**config.mk**
```make
export PLATFORM = sky130hd
export DESIGN_NAME = imem_loader_flat
export DESIGN_NICKNAME = d
export VERILOG_FILES = /design/src/rtl/imem_loader_pkg.sv /design/src/rtl/imem_loader_if.sv /design/src/rtl/imem_loader_byte_word_packer.sv /design/src/rtl/imem_loader.sv /design/src/flat_wrapper.sv
export SDC_FILE = /design/constraint.sdc
export NUM_CORES = 1
export LEC_CHECK = 0
export BUFFER_PORTS_ARGS = -buffer_cell sky130_fd_sc_hd__clkbuf_2
export CAP_MARGIN = 20
export CELL_PAD_IN_SITES_DETAIL_PLACEMENT = 1
export CELL_PAD_IN_SITES_GLOBAL_PLACEMENT = 2
export CORE_UTILIZATION = 33
export DETAILED_ROUTE_END_ITERATION = 6
export PLACE_DENSITY = 0.84
export SLEW_MARGIN = 20
export SYNTH_ARGS = -nofsm -noshare
export SYNTH_HDL_FRONTEND = slang
export SYNTH_SLANG_ARGS = --single-unit
```
**constraint.sdc**
```tcl
create_clock -name clk -period 3.1 [get_ports clk]
set_input_delay 0.465 -clock clk [delete_from_list [all_inputs] [get_ports clk]]
set_output_delay 0.465 -clock clk [all_outputs]
set_load 0.005 [all_outputs]
```
**src/rtl/imem_loader_pkg.sv**
```systemverilog
// Shared types and constants for the boot-time instruction memory loader.
package imem_loader_pkg;

   localparam int LEN_BYTES  = 2;
   localparam int WORD_BYTES = 4;

   typedef enum logic [2:0] {
      IDLE,
      LEN_LO,
      LEN_HI,
      DATA,
      DONE,
      ERR
   } state_t;

   typedef struct packed {
      logic in_ready;
      logic busy;
      logic done;
      logic err;
      logic core_reset;
   } status_t;

   // Status outputs are a pure function of the state being entered, so the
   // FSM registers them alongside the state and no output decode is needed.
   function automatic status_t statusOf(input state_t s);
      status_t st;
      st = '{in_ready: 1'b0, busy: 1'b0, done: 1'b0, err: 1'b0, core_reset: 1'b1};
      case (s)
         LEN_LO, LEN_HI, DATA: begin
            st.in_ready = 1'b1;
            st.busy     = 1'b1;
         end
         DONE: begin
            st.done       = 1'b1;
            st.core_reset = 1'b0;
         end
         ERR: begin
            st.err = 1'b1;
         end
         default: begin
            st.core_reset = 1'b1;
         end
      endcase
      return st;
   endfunction

endpackage

```
**src/rtl/imem_loader_if.sv**
```systemverilog
// Byte-stream input, instruction memory write port and status bundle.
// The master side drives the stream; the slave side is the loader.
interface imem_loader_if #(
   parameter int ADDR_WIDTH = 8
);
   logic                  start;
   logic                  in_valid;
   logic [7:0]            in_data;
   logic                  in_ready;
   logic                  mem_we;
   logic [ADDR_WIDTH-1:0] mem_addr;
   logic [31:0]           mem_wdata;
   logic                  core_reset;
   logic                  busy;
   logic                  done;
   logic                  err;

   modport master (
      output start, in_valid, in_data,
      input  in_ready, mem_we, mem_addr, mem_wdata, core_reset, busy, done, err
   );

   modport slave (
      input  start, in_valid, in_data,
      output in_ready, mem_we, mem_addr, mem_wdata, core_reset, busy, done, err
   );
endinterface

```
**src/rtl/imem_loader_byte_word_packer.sv**
```systemverilog
// Collects accepted stream bytes into a little-endian 32-bit word.
// The word-valid pulse is combinational with the lane-3 accept so the
// caller can register the full word on that same edge.
module byte_word_packer
   import imem_loader_pkg::*;
(
   input  logic                    clk,
   input  logic                    reset,
   input  logic                    i_clear,
   input  logic                    i_accept,
   input  logic [7:0]              i_data,
   output logic                    o_word_valid,
   output logic [8*WORD_BYTES-1:0] o_word
);

   localparam int                LANE_W    = $clog2(WORD_BYTES);
   localparam logic [LANE_W-1:0] LAST_LANE = LANE_W'(WORD_BYTES - 1);

   logic [LANE_W-1:0]       r_lane;
   logic [8*WORD_BYTES-1:0] r_shift;

   // Lane k byte lands in bits [8k+7:8k]; clear discards any partial word.
   always_ff @(posedge clk or posedge reset) begin
      if (reset) begin
         r_lane  <= '0;
         r_shift <= '0;
      end else if (i_clear) begin
         r_lane  <= '0;
         r_shift <= '0;
      end else if (i_accept) begin
         r_shift[8*r_lane +: 8] <= i_data;
         r_lane                 <= r_lane + 1'b1;
      end
   end

   // The top byte comes straight from the input, completing the word early.
   always_comb begin
      o_word                                = r_shift;
      o_word[8*(WORD_BYTES-1) +: 8]         = i_data;
      o_word_valid                          = i_accept && (r_lane == LAST_LANE);
   end

endmodule

```
**src/rtl/imem_loader.sv**
```systemverilog
// Boot-time instruction memory loader: reads a 16-bit word count and then
// that many little-endian words, writes them to consecutive addresses from
// 0, and holds the core in reset until the whole program is in memory.
module imem_loader
   import imem_loader_pkg::*;
#(
   parameter int ADDR_WIDTH = 8
) (
   input  logic         clk,
   input  logic         reset,
   imem_loader_if.slave bus
);

   localparam int LEN_W = 8 * LEN_BYTES;
   localparam int CMP_W = (ADDR_WIDTH + 2 > LEN_W + 1) ? ADDR_WIDTH + 2 : LEN_W + 1;
   localparam logic [CMP_W-1:0] CAPACITY = CMP_W'(1) << ADDR_WIDTH;

   state_t                r_state;
   status_t               r_status;
   logic [LEN_W-1:0]      r_len;
   logic [ADDR_WIDTH:0]   r_wcnt;
   logic                  r_we;
   logic [ADDR_WIDTH-1:0] r_addr;
   logic [31:0]           r_wdata;

   logic                  w_accept;
   logic                  w_start;
   logic                  w_len_hi_accept;
   logic                  w_data_accept;
   logic                  w_clear;
   logic [LEN_W-1:0]      w_len;
   logic                  w_last_written;
   logic                  w_word_valid;
   logic [31:0]           w_word;

   assign w_accept        = bus.in_valid && r_status.in_ready;
   assign w_start         = bus.start && !r_status.busy;
   assign w_len_hi_accept = w_accept && (r_state == LEN_HI);
   assign w_data_accept   = w_accept && (r_state == DATA);
   assign w_clear         = w_start || w_len_hi_accept;
   assign w_len           = {bus.in_data, r_len[7:0]};
   assign w_last_written  = r_we && (CMP_W'(r_wcnt) == CMP_W'(r_len));

   byte_word_packer u_packer (
      .clk          (clk),
      .reset        (reset),
      .i_clear      (w_clear),
      .i_accept     (w_data_accept),
      .i_data       (bus.in_data),
      .o_word_valid (w_word_valid),
      .o_word       (w_word)
   );

   // Session FSM; status flags are loaded together with each new state.
   always_ff @(posedge clk or posedge reset) begin
      if (reset) begin
         r_state  <= IDLE;
         r_status <= statusOf(IDLE);
         r_len    <= '0;
      end else begin
         case (r_state)
            IDLE, DONE, ERR: begin
               if (w_start) begin
                  r_state  <= LEN_LO;
                  r_status <= statusOf(LEN_LO);
               end
            end
            LEN_LO: begin
               if (w_accept) begin
                  r_len    <= LEN_W'(bus.in_data);
                  r_state  <= LEN_HI;
                  r_status <= statusOf(LEN_HI);
               end
            end
            LEN_HI: begin
               if (w_accept) begin
                  r_len <= w_len;
                  if (w_len == '0) begin
                     r_state  <= DONE;
                     r_status <= statusOf(DONE);
                  end else if (CMP_W'(w_len) > CAPACITY) begin
                     r_state  <= ERR;
                     r_status <= statusOf(ERR);
                  end else begin
                     r_state  <= DATA;
                     r_status <= statusOf(DATA);
                  end
               end
            end
            DATA: begin
               if (w_last_written) begin
                  r_state  <= DONE;
                  r_status <= statusOf(DONE);
               end
            end
            default: begin
               r_state  <= IDLE;
               r_status <= statusOf(IDLE);
            end
         endcase
      end
   end

   // Write port: one-cycle strobe per completed word, address = word index.
   always_ff @(posedge clk or posedge reset) begin
      if (reset) begin
         r_we    <= 1'b0;
         r_addr  <= '0;
         r_wdata <= '0;
         r_wcnt  <= '0;
      end else begin
         r_we <= w_word_valid;
         if (w_start) begin
            r_wcnt <= '0;
         end else if (w_word_valid) begin
            r_wcnt  <= r_wcnt + 1'b1;
            r_addr  <= r_wcnt[ADDR_WIDTH-1:0];
            r_wdata <= w_word;
         end
      end
   end

   assign bus.in_ready   = r_status.in_ready;
   assign bus.busy       = r_status.busy;
   assign bus.done       = r_status.done;
   assign bus.err        = r_status.err;
   assign bus.core_reset = r_status.core_reset;
   assign bus.mem_we     = r_we;
   assign bus.mem_addr   = r_addr;
   assign bus.mem_wdata  = r_wdata;

endmodule

```
**src/flat_wrapper.sv**
```systemverilog
// flat-port wrapper written by rule: the top's interface ports become plain ports
module imem_loader_flat import imem_loader_pkg::*;
#(
   parameter int ADDR_WIDTH = 8
)
  (clk, reset, bus_start, bus_in_valid, bus_in_data, bus_in_ready, bus_mem_we, bus_mem_addr, bus_mem_wdata, bus_core_reset, bus_busy, bus_done, bus_err);
  imem_loader_if #(.ADDR_WIDTH(ADDR_WIDTH)) bus_i ();
  input  logic clk;
  input  logic reset;
  input wire logic [$bits(bus_i.start)-1:0] bus_start;
  input wire logic [$bits(bus_i.in_valid)-1:0] bus_in_valid;
  input wire logic [$bits(bus_i.in_data)-1:0] bus_in_data;
  output wire logic [$bits(bus_i.in_ready)-1:0] bus_in_ready;
  output wire logic [$bits(bus_i.mem_we)-1:0] bus_mem_we;
  output wire logic [$bits(bus_i.mem_addr)-1:0] bus_mem_addr;
  output wire logic [$bits(bus_i.mem_wdata)-1:0] bus_mem_wdata;
  output wire logic [$bits(bus_i.core_reset)-1:0] bus_core_reset;
  output wire logic [$bits(bus_i.busy)-1:0] bus_busy;
  output wire logic [$bits(bus_i.done)-1:0] bus_done;
  output wire logic [$bits(bus_i.err)-1:0] bus_err;
  assign bus_i.start = bus_start;
  assign bus_i.in_valid = bus_in_valid;
  assign bus_i.in_data = bus_in_data;
  assign bus_in_ready = bus_i.in_ready;
  assign bus_mem_we = bus_i.mem_we;
  assign bus_mem_addr = bus_i.mem_addr;
  assign bus_mem_wdata = bus_i.mem_wdata;
  assign bus_core_reset = bus_i.core_reset;
  assign bus_busy = bus_i.busy;
  assign bus_done = bus_i.done;
  assign bus_err = bus_i.err;
  imem_loader #(.ADDR_WIDTH(ADDR_WIDTH)) u_core (.clk(clk), .reset(reset), .bus(bus_i));
endmodule
```
Yosys cells after proc, flatten, opt, wreduce, memory -nomap -nowiden --
Cells that the tools add are included. W data, S select, Z words.
Cells by class: bitwise gates (word level) 2, reduce and logical (&&, ||, !) cells 18, shifts and indexed selects 2, order comparisons 1, add/subtract/negate cells 3, equal/unequal tests 11, multiplexer cells 24
Operators by type and width (count):
- $mux W32 | 2
- $neg A5 Y34 | 1
- $shift A8 B34 Y32 const A | 1
- $shiftx A8 B34 Y32 | 1
- $bwmux W32 | 1
- $mux W16 | 2
- $pmux W16 S2 | 1
- $mux W5 | 6
- $pmux W5 S4 | 1
- $mux W3 | 6
- $mux W9 | 2
- $eq A9 B16 Y1 | 1
- $gt A16 B9 Y1 const B | 1
- $logic_not A16 Y1 | 1
- $pmux W3 S4 | 1
- $add A9 B1 Y9 const B | 1
- $ne A2 B1 Y1 const B | 4
- $eq A3 B2 Y1 const B | 2
- $eq A3 B3 Y1 const B | 2
- $logic_and A1 B1 Y1 | 6
- $reduce_and A3 Y1 | 2
- $reduce_bool A2 Y1 | 3
- $mux W2 | 2
- $reduce_and A4 Y1 | 1
- other kinds (9) | 10
Word-level totals: register bits after elaboration 108, bits of input ports 12, output and inout port bits 46, word-level logic and storage cells 75

Logic depth before layout (Yosys ltp) --
depth in word-level cells 5, gate-level depth with buffers 7, gate-level depth less buffers 6

Modules after synthesis --
A second synthesis with hierarchy kept.
Second synthesis, totals: cell total of the unflattened synthesis 349, area, all modules 4340.4 um2
Modules (own cells, without submodules):
- imem_loader | area an instance 3126.7 um2, instances 1, cells each 255, seq. area each 1828.0 um2
- byte_word_packer | area an instance 1213.7 um2, instances 1, cells each 94, seq. area each 650.6 um2

Least setup slack after synthesis --
Ideal clock, no wire load.
kind reg-to-reg, start point register u_core.r_len[9], end point register u_core.r_status (netlist bit u_core.bus.err), buffers on the path 0, cell stages (with the launch flop) 6, period minus slack after synthesis 1.810 ns, setup time 0.125 ns, slack 1.290 ns, data arrival time 1.685 ns, required time 2.975 ns, cell sequence dfrtp_1 or4b_1 nor3_2 nand4_2 o21a_1 mux2_4
Between the ends: cells in the longest elaborated chain, start to end 4
Ends and longest elaborated chain:
- from (decl) | line imem_loader.sv:20 | logic [LEN_W-1:0] r_len;
- from (signal assigned) | line imem_loader.sv:70 | r_len <= LEN_W'(bus.in_data);
- from (signal assigned) | line imem_loader.sv:77 | r_len <= w_len;
- $eq A9 B16 Y1 | line imem_loader.sv:42 | assign w_last_written = r_we && (CMP_W'(r_wcnt) == CMP_W'(r_len));
- $logic_and A1 B1 Y1 | line imem_loader.sv:42
- $ne A2 B1 Y1 (no line)
- $reduce_and A4 Y1 (no line)
- to (signal assigned) | line imem_loader.sv:58 | r_status <= statusOf(IDLE);
- to (signal assigned) | line imem_loader.sv:65 | r_status <= statusOf(LEN_LO);
- to (signal assigned) | line imem_loader.sv:72 | r_status <= statusOf(LEN_HI);
- to (decl) | line imem_loader.sv:19 | status_t r_status;
Every way passes these cells. A chain may end at the register's enable or synchronous reset.

Worst setup path after layout --
start point register u_core.r_state[1], end point register u_core.u_packer.r_shift[3]
Between the ends: cells in the longest elaborated chain, start to end 4, elaborated cells on any way between the ends 7, those cells by class 2 x eq/ne; 1 x mux; 4 x reduce/logical
Ends and longest elaborated chain:
- from (decl) | line imem_loader.sv:18 | state_t r_state;
- from (signal assigned) | line imem_loader.sv:57 | r_state <= IDLE;
- from (signal assigned) | line imem_loader.sv:64 | r_state <= LEN_LO;
- from (signal assigned) | line imem_loader.sv:71 | r_state <= LEN_HI;
- $eq A3 B2 Y1 | line imem_loader.sv:38 | assign w_len_hi_accept = w_accept && (r_state == LEN_HI);
- $logic_and A1 B1 Y1 | line imem_loader.sv:38
- $logic_or A1 B1 Y1 | line imem_loader.sv:40 | assign w_clear = w_start || w_len_hi_accept;
- $mux W32 or $reduce_bool A2 Y1 (tied branches)
- to (signal, indexed assignment) | line imem_loader_byte_word_packer.sv:31 | r_shift[8*r_lane +: 8] <= i_data;
- to (decl) | line imem_loader_byte_word_packer.sv:20 | logic [8*WORD_BYTES-1:0] r_shift;
Parallel ways exist; a longest one is shown, timed or not.

==> metrics.md <==
| Metric | Value |
|---|---|
| Cts hold-fix bufs | `0` |
| Adder-cell share of the synthesized area | `0.0174` |
| Synth async-reset ratio | `1.00` |
| Power share of the combinational group | `0.219` |
| CP Class | `register to register` |
| Drt wl/cell | `between 15 and 20 um` |
| CP endpoint kind | `register` |
| Placer Congestion | `0.800` |
| CP Launch Type | `register` |
| Largest net degree at the start of global routing | `100` |
| Max-cap check violation count | `0` |
| Simple-gate share of the synthesized area | `0.211` |
| Clock buffer depth | `2` |
| Mapped cell area | `0.00431 mm2` |
| Cells after Synth | `430` |
| Share of layout cells above drive strength 1 | `0.192` |
| Syn nets | `448` |
| Area Overhead vs Synth | `17.6%` |
| Worst Path Arrival | `roughly 2.5 ns` |
| Grt peak-use layer | `met2` |
| Congestion Overflow GR | `0` |
| Avg Cell Area, Syn | `around 10 um2` |
| Largest family of logic cells by synthesized area | `simple AND/OR/NAND/NOR gates` |
| Power per cell area | `707 mW/mm2` |
| Number of synthesized flops with an enable pin | `0` |
| Clk pwr share | `0.311` |
| Most area-consuming cells after synthesis | `dfrtp_1 57%, nand2_1 11%, a22o_1 5.3%` |
| Core area | `approximately 0.013 mm2` |
| Prevailing post-synth register cell | `dfrtp_1` |
| Slew HR | `0.505` |
| Vias | `3254` |
| Post-Synth XOR/XNOR Area | `0.0305` |
| Net switching power figure | `1.15 mW` |
| I/O Buffers | `57` |
| Starting Density | `0.340` |
| CTS tree | `done` |
| Synth Area in Compound Gates | `0.120` |
| Hold Fails Final Rpt | `0` |
| Post-cts sizing count | `0` |
| Drc violations | `0` |
| Mux share of post-synthesis cell area | `0.00814` |
| Clock Skew | `roughly 0.0075 ns` |
| Sw frac | `0.322` |
| GR met3 Demand/Resource | `0.0275` |
| Detailed placer's ending HPWL | `between 7 and 8 mm` |
| Seq cells post-synth | `slightly below 100` |
| Worst IR Drop VDD | `roughly 0.34 mV` |
| DP Worst Slack | `roughly 0.80 ns` |
| First-pass GRT wire length | `approximately 18 mm` |
| Cells after DPL | `about 650` |
| DR vias/cell | `between 4 and 5` |
| WL final | `approximately 11 mm` |
| Length of the first detailed-routing pass in iterations | `4` |
| Register area share after synthesis | `0.576` |
| Initial antenna violation count | `0` |
| Final worst-path cycle share | `0.741` |
| Htree depth | `3` |
| Setup Fix Bufs, Post-CTS | `0` |
| RSZ-0062 raised after global routing | `no` |
| Clock slew at reported path FFs | `0.07 ns` |
| GRT met2 Usage | `0.270` |
| Minimum clock period | `2.30 ns` |
| Clock Latency Late Sink | `approximately 0.34 ns` |
| Die area | `around 0.014 mm2` |
| Max-slew violations | `0` |
| Post-synth top area share | `0.570` |
| Critical Path Fanout Max | `12` |
| Layout net count | `between 500 and 600` |
| Worst Max-Slew Pin Slew | `roughly 0.74 ns` |
| Leak pwr | `~2.6 nW` |
| Status | `finished, final reports clean` |
| Initial DRC count | `between 150 and 200` |
| Unique cell type count in the Yosys netlist | `slightly above 50` |
| Root buffer cell | `clkbuf_16` |
| Final std cells w/o fill | `between 600 and 700` |
| Vias in the first global route | `between 3000 and 4000` |
| Flop pwr share | `0.470` |
| # rows | `approximately 40` |
| Antenna diodes | `0` |
| FMAX | `436 MHz` |
| DIE HEIGHT | `roughly 120 um` |
| Met1 global-route usage | `0.247` |
| Ys Warns | `0` |
| Die Wd | `between 100 and 150 um` |
| ANT nets after route | `0` |
| Critical Path RT | `~3.3 ns` |
| Hold Path Class | `primary input to asynchronous set/reset pin` |
| IO Pins | `58` |
| Total track usage | `0.175` |
| Total power | `3.58 mW` |
| Int Pwr | `between 2 and 2.5 mW` |
| Setup_tns | `0 ns` |
| Worst setup margin | `between 0.8 and 0.9 ns` |
| Area leader, netlist | `dfrtp_1` |
| Final setup viols | `0` |
| CTS Sinks | `99` |
| Cts bufs inserted | `9` |
==> critical path, stage by stage (launching register included) <==
cell and delay, ns:
dfrtp_1 0.61, nor2b_1 0.20, nand2b_1 0.25, o21ai_1 0.55, a21oi_1 0.26, a22o_2 0.32
==> cell type report <==
type                            count  area (um2)
Clock buffer                       11         233
Timing Repair Buffer               63         343
Inverter                           19        73.8
Clock inverter                      5        55.1
Fill cell                        1482        7610
Tap cell                          172         215
Sequential cell                    99        2480
Multi-Input combinational cell    293        1660
==> Yosys cell counts (all sizes together), types with 3 or more instances <==
cell    number
nor4         8
nor2        17
nand4        4
buf          5
a22o        30
a21oi       13
nand2b       4
o21ai       21
xnor2        3
xor2        12
ha           6
nand2      131
clkbuf      14
inv         19
nand3       13
dfrtp       98
nor3         4
==> per-layer routing <==
metal,vias up,routed length (um),part of all wire
met1,1630,5240,0.48
met4,0,142,0.013
met2,53,5140,0.48
met5,-,0,0
met3,9,289,0.027
li1,1562,-,-
==> path summary, 6_finish.rpt <==
check | start | to | slack (ns) | cells past startpoint
max | u_core.r_state[1] | u_core.u_packer.r_shift[3] | 0.80 | 5
min | reset | u_core.bus.mem_addr[0] | 0.22 | 3
max reg2reg | u_core.r_state[1] | u_core.u_packer.r_shift[3] | 0.80 | 5
min reg2reg | u_core.bus.mem_wdata[8] | u_core.bus.mem_wdata[8] | 0.47 | 2
max in group asynchronous | reset | u_core.bus.core_reset | 2.47 | 3
min in group clk | u_core.bus.mem_wdata[8] | u_core.bus.mem_wdata[8] | 0.47 | 2
==> through the flow <==
stage / cell area, um2 / utilization / hold slack (ns)
6_report: 5060 / 0.400 / 0.216
5_1_grt: 5060 / 0.400 / 0.267
4_1_cts: 5060 / 0.400 / 0.259
3_5_place_dp: 4770 / 0.377 / 0.463
3_3_place_gp: 4770 / 0.377 / 0.457
2_1_floorplan: 4310 / - / 0.438
==> power by group through the flow <==
stage	clock network, mW	logic (mW)	registers (mW)
after floorplan	0	0.639	1.62
after global placement	0	0.753	1.69
after detailed placement	0	0.787	1.70
after CTS	1.14	0.792	1.68
after global routing	1.20	0.886	1.71
final	1.11	0.784	1.68
==> state kept, by name, indices dropped and copies added, names as in the netlist <==
name	flops
u_core.bus.mem_addr	8
u_core.u_packer.r_lane	2
u_core.bus.done	1
u_core.r_state	3
u_core.r_len	16
u_core.bus.core_reset	1
u_core.bus.mem_wdata	32
u_core.r_wcnt	9
u_core.bus.mem_we	1
u_core.bus.err	1
u_core.bus.busy	1
u_core.u_packer.r_shift	24
==> cells in the final DEF (no fill, tap or decap), types with 12 or more instances in the layout <==
cell type  synthesis  layout
nand3_1           12      12
nor2_1            17      17
dfrtp_1           98      98
clkbuf_2           1      57
nand2_1          131     131
xor2_1            12      12
o21ai_0           20      20
a22o_1            26      26
a21oi_1           13      13
inv_1             18      17
==> kinds of logic after synthesis <==
kind of cell,after synthesis
AO/OA/AOI/OAI,73
XOR/XNOR,15
adder cells (fa/ha/maj),6
buffers and inverters,38
flip-flops,99
multiplexers,3
AND/OR/NAND/NOR,196
Power figures use the tool's default switching activity.
